===== src/rtl/unidade_controle_mc.sv =====
// Multicycle control unit: Moore FSM driving datapath enables and mux selects.
// Optional overflow/illegal-instruction trap enabled by defining OVERFLOW_EXC_EN.
module unidade_controle_mc #(
  parameter int MEM_WAIT     = 1,
  parameter int RESET_CYCLES = 1,
  parameter int ULA_W        = 3
) (
  input  logic             clk,
  input  logic             reset,
  input  logic             Of,
  input  logic             Ng,
  input  logic             Zr,
  input  logic             Eq,
  input  logic             Gt,
  input  logic             Lt,
  input  logic [5:0]       OPCODE,
  input  logic [5:0]       FUNCT,
  output logic             PC_w,
  output logic             MEM_w,
  output logic             IR_w,
  output logic             RB_w,
  output logic             AB_w,
  output logic             ALUOUT_w,
  output logic [ULA_W-1:0] ULA_c,
  output logic [1:0]       M_WREG,
  output logic             M_WDATA,
  output logic             M_ULAA,
  output logic [1:0]       M_ULAB,
  output logic [1:0]       M_PC,
  output logic             M_ADDR,
  output logic             EPC_w,
  output logic             reset_out
);

  typedef enum logic [3:0] {
    S_RST, S_FETCH, S_FWAIT, S_IRLD, S_DECODE, S_EXEC_R, S_EXEC_I, S_WB_ALU,
    S_MADDR, S_MREAD, S_WB_LOAD, S_MWRITE, S_BRANCH, S_JUMP, S_EXC
  } state_t;

  typedef struct packed {
    logic       pc_w;
    logic       mem_w;
    logic       ir_w;
    logic       rb_w;
    logic       ab_w;
    logic       aluout_w;
    logic [2:0] ula_c;
    logic [1:0] m_wreg;
    logic       m_wdata;
    logic       m_ulaa;
    logic [1:0] m_ulab;
    logic [1:0] m_pc;
    logic       m_addr;
    logic       epc_w;
    logic       reset_out;
  } ctrl_t;

  localparam logic [2:0] MW      = 3'(MEM_WAIT);
  localparam logic [2:0] MW_LAST = 3'((MEM_WAIT == 0) ? 0 : MEM_WAIT - 1);
  localparam logic [2:0] RC_LAST = 3'(RESET_CYCLES - 1);

  state_t     state_q, state_d;
  logic [2:0] cnt_q, cnt_d;
  ctrl_t      ctrl_q, ctrl_d;
  logic       ovf_trap;
  logic       funct_ok;
  logic       funct_arith;
  logic [2:0] r_op;

`ifdef OVERFLOW_EXC_EN
  localparam state_t S_ILLEGAL = S_EXC;
  assign ovf_trap = Of;
  logic unused_flags;
  assign unused_flags = ^{Ng, Zr, Gt, Lt};
`else
  localparam state_t S_ILLEGAL = S_FETCH;
  assign ovf_trap = 1'b0;
  logic unused_flags;
  assign unused_flags = ^{Of, Ng, Zr, Gt, Lt, ctrl_q.epc_w};
`endif

  always_comb begin
    r_op        = 3'b000;
    funct_ok    = 1'b1;
    funct_arith = 1'b1;
    case (FUNCT)
      6'h20:   r_op = 3'b001;
      6'h22:   r_op = 3'b010;
      6'h24: begin
        r_op        = 3'b011;
        funct_arith = 1'b0;
      end
      default: begin
        funct_ok    = 1'b0;
        funct_arith = 1'b0;
      end
    endcase
  end

  // NOTE: every variable driven here gets a default first, so no path can infer a latch.
  always_comb begin
    state_d = state_q;
    case (state_q)
      S_RST:    if (cnt_q >= RC_LAST) state_d = S_FETCH;
      S_FETCH:  state_d = (MEM_WAIT == 0) ? S_IRLD : S_FWAIT;
      S_FWAIT:  if (cnt_q >= MW_LAST) state_d = S_IRLD;
      S_IRLD:   state_d = S_DECODE;
      S_DECODE: begin
        case (OPCODE)
          6'h00:        state_d = S_EXEC_R;
          6'h08:        state_d = S_EXEC_I;
          6'h23, 6'h2B: state_d = S_MADDR;
          6'h04, 6'h05: state_d = S_BRANCH;
          6'h02:        state_d = S_JUMP;
          6'h3F:        state_d = S_RST;
          default:      state_d = S_ILLEGAL;
        endcase
      end
      S_EXEC_R: begin
        if (!funct_ok)                     state_d = S_ILLEGAL;
        else if (ovf_trap && funct_arith)  state_d = S_EXC;
        else                               state_d = S_WB_ALU;
      end
      S_EXEC_I: state_d = ovf_trap ? S_EXC : S_WB_ALU;
      S_MADDR:  state_d = (OPCODE == 6'h23) ? S_MREAD : S_MWRITE;
      S_MREAD:  if (cnt_q >= MW) state_d = S_WB_LOAD;
      S_WB_ALU, S_WB_LOAD, S_MWRITE, S_BRANCH, S_JUMP, S_EXC: state_d = S_FETCH;
      default:  state_d = S_RST;
    endcase

    // Counter restarts on every state change and saturates instead of wrapping.
    if (state_d != state_q)   cnt_d = 3'd0;
    else if (cnt_q == 3'd7)   cnt_d = cnt_q;
    else                      cnt_d = cnt_q + 3'd1;
  end

  // Outputs are decoded from the next state and registered, so the flops
  // always hold the decode of the state being entered.
  always_comb begin
    ctrl_d = '0;
    case (state_d)
      S_RST: ctrl_d.reset_out = 1'b1;
      S_FETCH, S_FWAIT: begin
        ctrl_d.m_ulab = 2'd1;
        ctrl_d.ula_c  = 3'b001;
      end
      S_IRLD: begin
        ctrl_d.ir_w = 1'b1;
        ctrl_d.pc_w = 1'b1;
      end
      S_DECODE: begin
        ctrl_d.ab_w     = 1'b1;
        ctrl_d.aluout_w = 1'b1;
        ctrl_d.m_ulab   = 2'd3;
        ctrl_d.ula_c    = 3'b001;
      end
      S_EXEC_R: begin
        ctrl_d.m_ulaa   = 1'b1;
        ctrl_d.aluout_w = funct_ok;
        ctrl_d.ula_c    = r_op;
      end
      S_EXEC_I, S_MADDR: begin
        ctrl_d.m_ulaa   = 1'b1;
        ctrl_d.m_ulab   = 2'd2;
        ctrl_d.ula_c    = 3'b001;
        ctrl_d.aluout_w = 1'b1;
      end
      S_WB_ALU: begin
        ctrl_d.rb_w   = 1'b1;
        ctrl_d.m_wreg = (state_q == S_EXEC_R) ? 2'd1 : 2'd0;
      end
      S_MREAD: ctrl_d.m_addr = 1'b1;
      S_WB_LOAD: begin
        ctrl_d.rb_w    = 1'b1;
        ctrl_d.m_wdata = 1'b1;
      end
      S_MWRITE: begin
        ctrl_d.m_addr = 1'b1;
        ctrl_d.mem_w  = 1'b1;
      end
      S_BRANCH: begin
        ctrl_d.m_ulaa = 1'b1;
        ctrl_d.ula_c  = 3'b010;
        ctrl_d.m_pc   = 2'd1;
      end
      S_JUMP: begin
        ctrl_d.pc_w = 1'b1;
        ctrl_d.m_pc = 2'd2;
      end
      S_EXC: begin
        ctrl_d.epc_w  = 1'b1;
        ctrl_d.m_ulab = 2'd1;
        ctrl_d.ula_c  = 3'b010;
        ctrl_d.pc_w   = 1'b1;
        ctrl_d.m_pc   = 2'd3;
      end
      default: ctrl_d = '0;
    endcase
  end

  // NOTE: state flops use non-blocking assignments so every register samples pre-edge values.
  always_ff @(posedge clk or negedge reset) begin
    if (!reset) begin
      state_q          <= S_RST;
      cnt_q            <= 3'd0;
      ctrl_q           <= '0;
      ctrl_q.reset_out <= 1'b1;
    end else begin
      state_q <= state_d;
      cnt_q   <= cnt_d;
      ctrl_q  <= ctrl_d;
    end
  end

  // The branch decision uses the compare flags produced during BRANCH itself.
  assign PC_w      = ctrl_q.pc_w | ((state_q == S_BRANCH) & (Eq ^ (OPCODE == 6'h05)));
  assign MEM_w     = ctrl_q.mem_w;
  assign IR_w      = ctrl_q.ir_w;
  assign RB_w      = ctrl_q.rb_w;
  assign AB_w      = ctrl_q.ab_w;
  assign ALUOUT_w  = ctrl_q.aluout_w;
  assign ULA_c     = ULA_W'(ctrl_q.ula_c);
  assign M_WREG    = ctrl_q.m_wreg;
  assign M_WDATA   = ctrl_q.m_wdata;
  assign M_ULAA    = ctrl_q.m_ulaa;
  assign M_ULAB    = ctrl_q.m_ulab;
  assign M_PC      = ctrl_q.m_pc;
  assign M_ADDR    = ctrl_q.m_addr;
  assign reset_out = ctrl_q.reset_out;
`ifdef OVERFLOW_EXC_EN
  assign EPC_w     = ctrl_q.epc_w;
`else
  assign EPC_w     = 1'b0;
`endif

endmodule


===== config.mk =====
export PLATFORM = sky130hd
export DESIGN_NAME = unidade_controle_mc
export DESIGN_NICKNAME = d
export VERILOG_FILES = /design/src/rtl/unidade_controle_mc.sv
export SDC_FILE = /design/constraint.sdc
export NUM_CORES = 1
export LEC_CHECK = 0
export CAP_MARGIN = 10
export CELL_PAD_IN_SITES_DETAIL_PLACEMENT = 1
export CELL_PAD_IN_SITES_GLOBAL_PLACEMENT = 1
export CORE_MARGIN = 2
export CORE_UTILIZATION = 40
export CTS_BUF_LIST = sky130_fd_sc_hd__clkbuf_8
export DETAILED_ROUTE_END_ITERATION = 8
export HOLD_SLACK_MARGIN = 0.15
export PLACE_DENSITY = 0.91
export SLEW_MARGIN = 20
export SYNTH_ARGS = -nofsm -noshare
export SYNTH_HDL_FRONTEND = slang
export SYNTH_SLANG_ARGS = --single-unit
export TNS_END_PERCENT = 50

===== constraint.sdc =====
create_clock -name clk -period 2.9 [get_ports clk]
set_input_delay 0.725 -clock clk [delete_from_list [all_inputs] [get_ports clk]]
set_output_delay 0.725 -clock clk [all_outputs]
set_load 0.01 [all_outputs]

==> impl_metrics.json <==
{
  "post-route-worst-setup-slack_ps": 68.0,
  "ys_seq_elements": 24,
  "grt_pass1_wl_um": 6400,
  "floorplan.die.height_um": 64.4,
  "worst_hold_startpoint": "cnt_q[2]",
  "worstHoldPathType": "reg2reg",
  "num_rows": 21,
  "crit_path_top_delay_cell": "sky130_fd_sc_hd__clkdlybuf4s50_1",
  "cell_count_after_placement": 223,
  "synth_compound_gate_area_share": 0.183,
  "powerDensity_nw_per_um2": 792,
  "synth_top_family_by_area": "simple AND/OR/NAND/NOR gates",
  "synth_to_layout_area_growth_pct": 32.7,
  "setup.reg_to_reg.worst_slack_ps": 420,
  "hold_end": "cnt_q[2]",
  "synth_flop_cell": "sky130_fd_sc_hd__dfrtp_1",
  "layout.filler_cells": 388,
  "wl_per_cell_um": 17.9,
  "synth_sequential_area_ratio": 0.413,
  "buffer_ports.inserted": 31,
  "synth_async_sr_flop_share": 1.00,
  "critical_path.n_buffers_inverters": 2,
  "netlist-cell-type-count": 53,
  "dieArea_um2": 4150,
  "critPathLaunch": "OPCODE[5]",
  "timing_hold_violations_final": 0,
  "avgSynthCellArea_um2": 9.79,
  "gpl.final_weighted_congestion": 0.834,
  "holdPathStages": 2,
  "drc": 0,
  "cts_max_level": 1,
  "setup.worst_path.end_class": "output port",
  "drtPass1Iterations": 4,
  "initial_utilization": 0.427,
  "crit-reg2reg-launch": "cnt_q[0]",
  "cellLeakagePower_uw": 0.000845,
  "layout_min_cycle_time_ps": 2830,
  "synthXorXnorAreaFrac": 0.0240,
  "cts.sinks": 24,
  "postRouteAntennaNets": 0,
  "max_slew.worst_pin.slew_ps": 668,
  "run_status": "complete, no violations",
  "routed-via-count": 1328,
  "timing.final.crit_share": 0.977,
  "cts_max_path_buffers": 2,
  "cts-root-buf": "sky130_fd_sc_hd__clkbuf_8",
  "worstPathRequired_ps": 2170,
  "grt_max_degree": 25,
  "hpwlAfterDp_um": 2980,
  "timing.slew.headroom": 0.554,
  "synth_edf_count": 0,
  "synth_cells": 149,
  "fmax_ghz": 0.353,
  "clk_pin_slew_ps": 80,
  "whs_ps": 622,
  "antennaDiodeCount": 0,
  "mappedNetlistArea_um2": 1460,
  "crit_path_max_fanout": 2,
  "die-width_um": 64.4,
  "post_synth_fa_ha_maj_area_fraction": 0.0257,
  "track_usage": 0.200,
  "grt_setup_unrepaired": "true",
  "design.final.nets": 207,
  "overflow": 0,
  "vias_per_cell": 5.80,
  "synth_mux_area_frac": 0.0137,
  "floorplan.io_pins": 40,
  "cts_buffers": 3,
  "synth_warnings": 0,
  "worst_skew_pair.late_latency_ps": 270,
  "cpPeakStageDelay_ps": 450,
  "number_of_global_route_vias_before_repair": 1337,
  "drt_total_wl_um": 4100,
  "cts_hold_buf": 0,
  "critical_path_cell_count": 6,
  "yosys.area_share.simple": 0.225,
  "post_layout_nonfiller_instances": 229,
  "cap_viol_max_count": 0,
  "worst_r2r_path_depth": 7,
  "timing.clock.skew_ps": 4.19,
  "crit_arrival_ps": 2110,
  "cts_tree": "done",
  "timing.setup.critical_path_class": "in2out",
  "critical_path.startpoint_type": "input port",
  "r2r-end": "cnt_q[1]",
  "report.final.setup_viol": 0,
  "first_iter_violations": 47,
  "critical_path.top_delay_family": "buffers and inverters",
  "design.core.area_um2": 3420,
  "dp_slack_ps": -287,
  "crit_path_cell_trace": "clkdlybuf4s50_1 -> nor3_2 -> nand3_1 -> xnor2_1 -> a41o_1 -> dlygate4sd2_1",
  "number_of_antenna_violations_at_the_first_check_in_global_routing": 0,
  "finalMaxSlewViolations": 0,
  "vdd.ir_drop.worst_uv": 544,
  "layout-drive-gt1-share": 0.219
}
## state kept, by name, indices dropped and copies added, names as in the netlist, 2 cells and up
signal / count
cnt_q: 3
M_PC: 2
M_ULAB: 2
ULA_c: 2
state_q: 4
## Yosys cell counts, drive strengths merged, types with 2 or more instances
cell type  number  area share
nand3           3       0.010
ha              3       0.026
nor4b           2       0.016
dfrtp          23        0.39
a31oi           3       0.017
and4            2       0.012
o22ai           2      0.0086
o41ai           2       0.012
buf            15       0.077
nor3            9       0.034
nand2b          5       0.021
or2             2      0.0086
mux2i           2       0.014
a21oi           6       0.021
inv             7       0.018
nor4            3       0.017
clkbuf          3      0.0077
xnor2           3       0.018
nand4           3       0.013
o21ai           3       0.010
nor2           14       0.036
o21a            4       0.021
or4b            2       0.014
nor2b           2      0.0086
o21bai          2       0.010
nand2           5       0.013
o31ai           2       0.010
## cell type report
type / count / area, µm² / share of cell area
Inverter: 8 / 42.5 / 0.0220
Sequential cell: 24 / 602 / 0.311
Multi-Input combinational cell: 101 / 737 / 0.381
Clock inverter: 1 / 30.0 / 0.0155
Timing Repair Buffer: 46 / 425 / 0.220
Clock buffer: 3 / 41.3 / 0.0213
Tap cell: 46 / 57.6 / 0.0297
## worst max path at each step
stage | end | slack (ps)
2_1_floorplan | ULA_c[0] | 440
3_3_place_gp | PC_w | -250
3_5_place_dp | PC_w | -290
4_1_cts | PC_w | 20
5_1_grt | PC_w | -30
6_report | PC_w | 70
## metal layers
layer	vias up	GRT usage	part of all wire
li1	594	-	-
met1	653	0.239	0.40
met2	63	0.348	0.51
met3	18	0.0423	0.059
met4	0	0.0851	0.033
met5	-	0	0
## timing repair
| action | 4_1_cts | 5_1_grt |
|---|---|---|
| resized for setup | 4 | 8 |
| pin swaps | 2 | 6 |
| endpoints found under the setup margin | 1 | 7 |
| buffers inserted | 1 | 1 |
## kinds of logic (layout without fill, tap and decap cells)
family / Yosys count / after routing
muxes: 2 / 2
xor gates and xnor gates: 4 / 4
DFF: 24 / 24
AOI/OAI and AO/OA: 33 / 33
buffers and inverters: 26 / 58
adders and majority gates: 3 / 3
and+or+nand+nor: 56 / 56
other: 1 / 3
## cells in the final DEF, fill, tap and decap left out, drive strengths merged, types with 2 or more instances in the layout
master / instances
clkbuf: 3
o41ai: 2
nand3: 3
a21oi: 6
inv: 7
o21bai: 2
ha: 3
or2: 2
nor2b: 2
dlymetal6s2s: 2
or4b: 2
conb: 3
xnor2: 3
mux2i: 2
nor3: 9
dlygate4sd2: 2
nand2b: 5
dfrtp: 23
nand2: 5
o22ai: 2
o31ai: 2
nand4: 3
nor4: 3
and4: 2
nor2: 14
buf: 15
o21ai: 3
nor4b: 2
o21a: 4
clkdlybuf4s50: 27
a31oi: 3
## power by group
group / leakage (µW) / internal [µW] / switching [µW]
clock: 0.0000357 / 184 / 106
combinational: 0.000491 / 321 / 408
sequential: 0.000318 / 418 / 95.5
## through the flow
stage	setup TNS [ps]	instance area [µm²]	total power, µW	utilization
6_report	0	1940	1530	0.567
3_5_place_dp	-2470	1810	1190	0.529
4_1_cts	0	1890	1480	0.554
2_1_floorplan	0	1470	936	-
3_3_place_gp	-1750	1810	1150	0.529
5_1_grt	-29.9	1940	1620	0.567
## worst min-delay path: cells and delay by family, from the launching register on
kind	cells	cell delay, ps
AND/OR/NAND/NOR	1	100
multiplexers	1	90
flip-flops	1	400
Note: power is estimated with default switching activity, not from simulation.
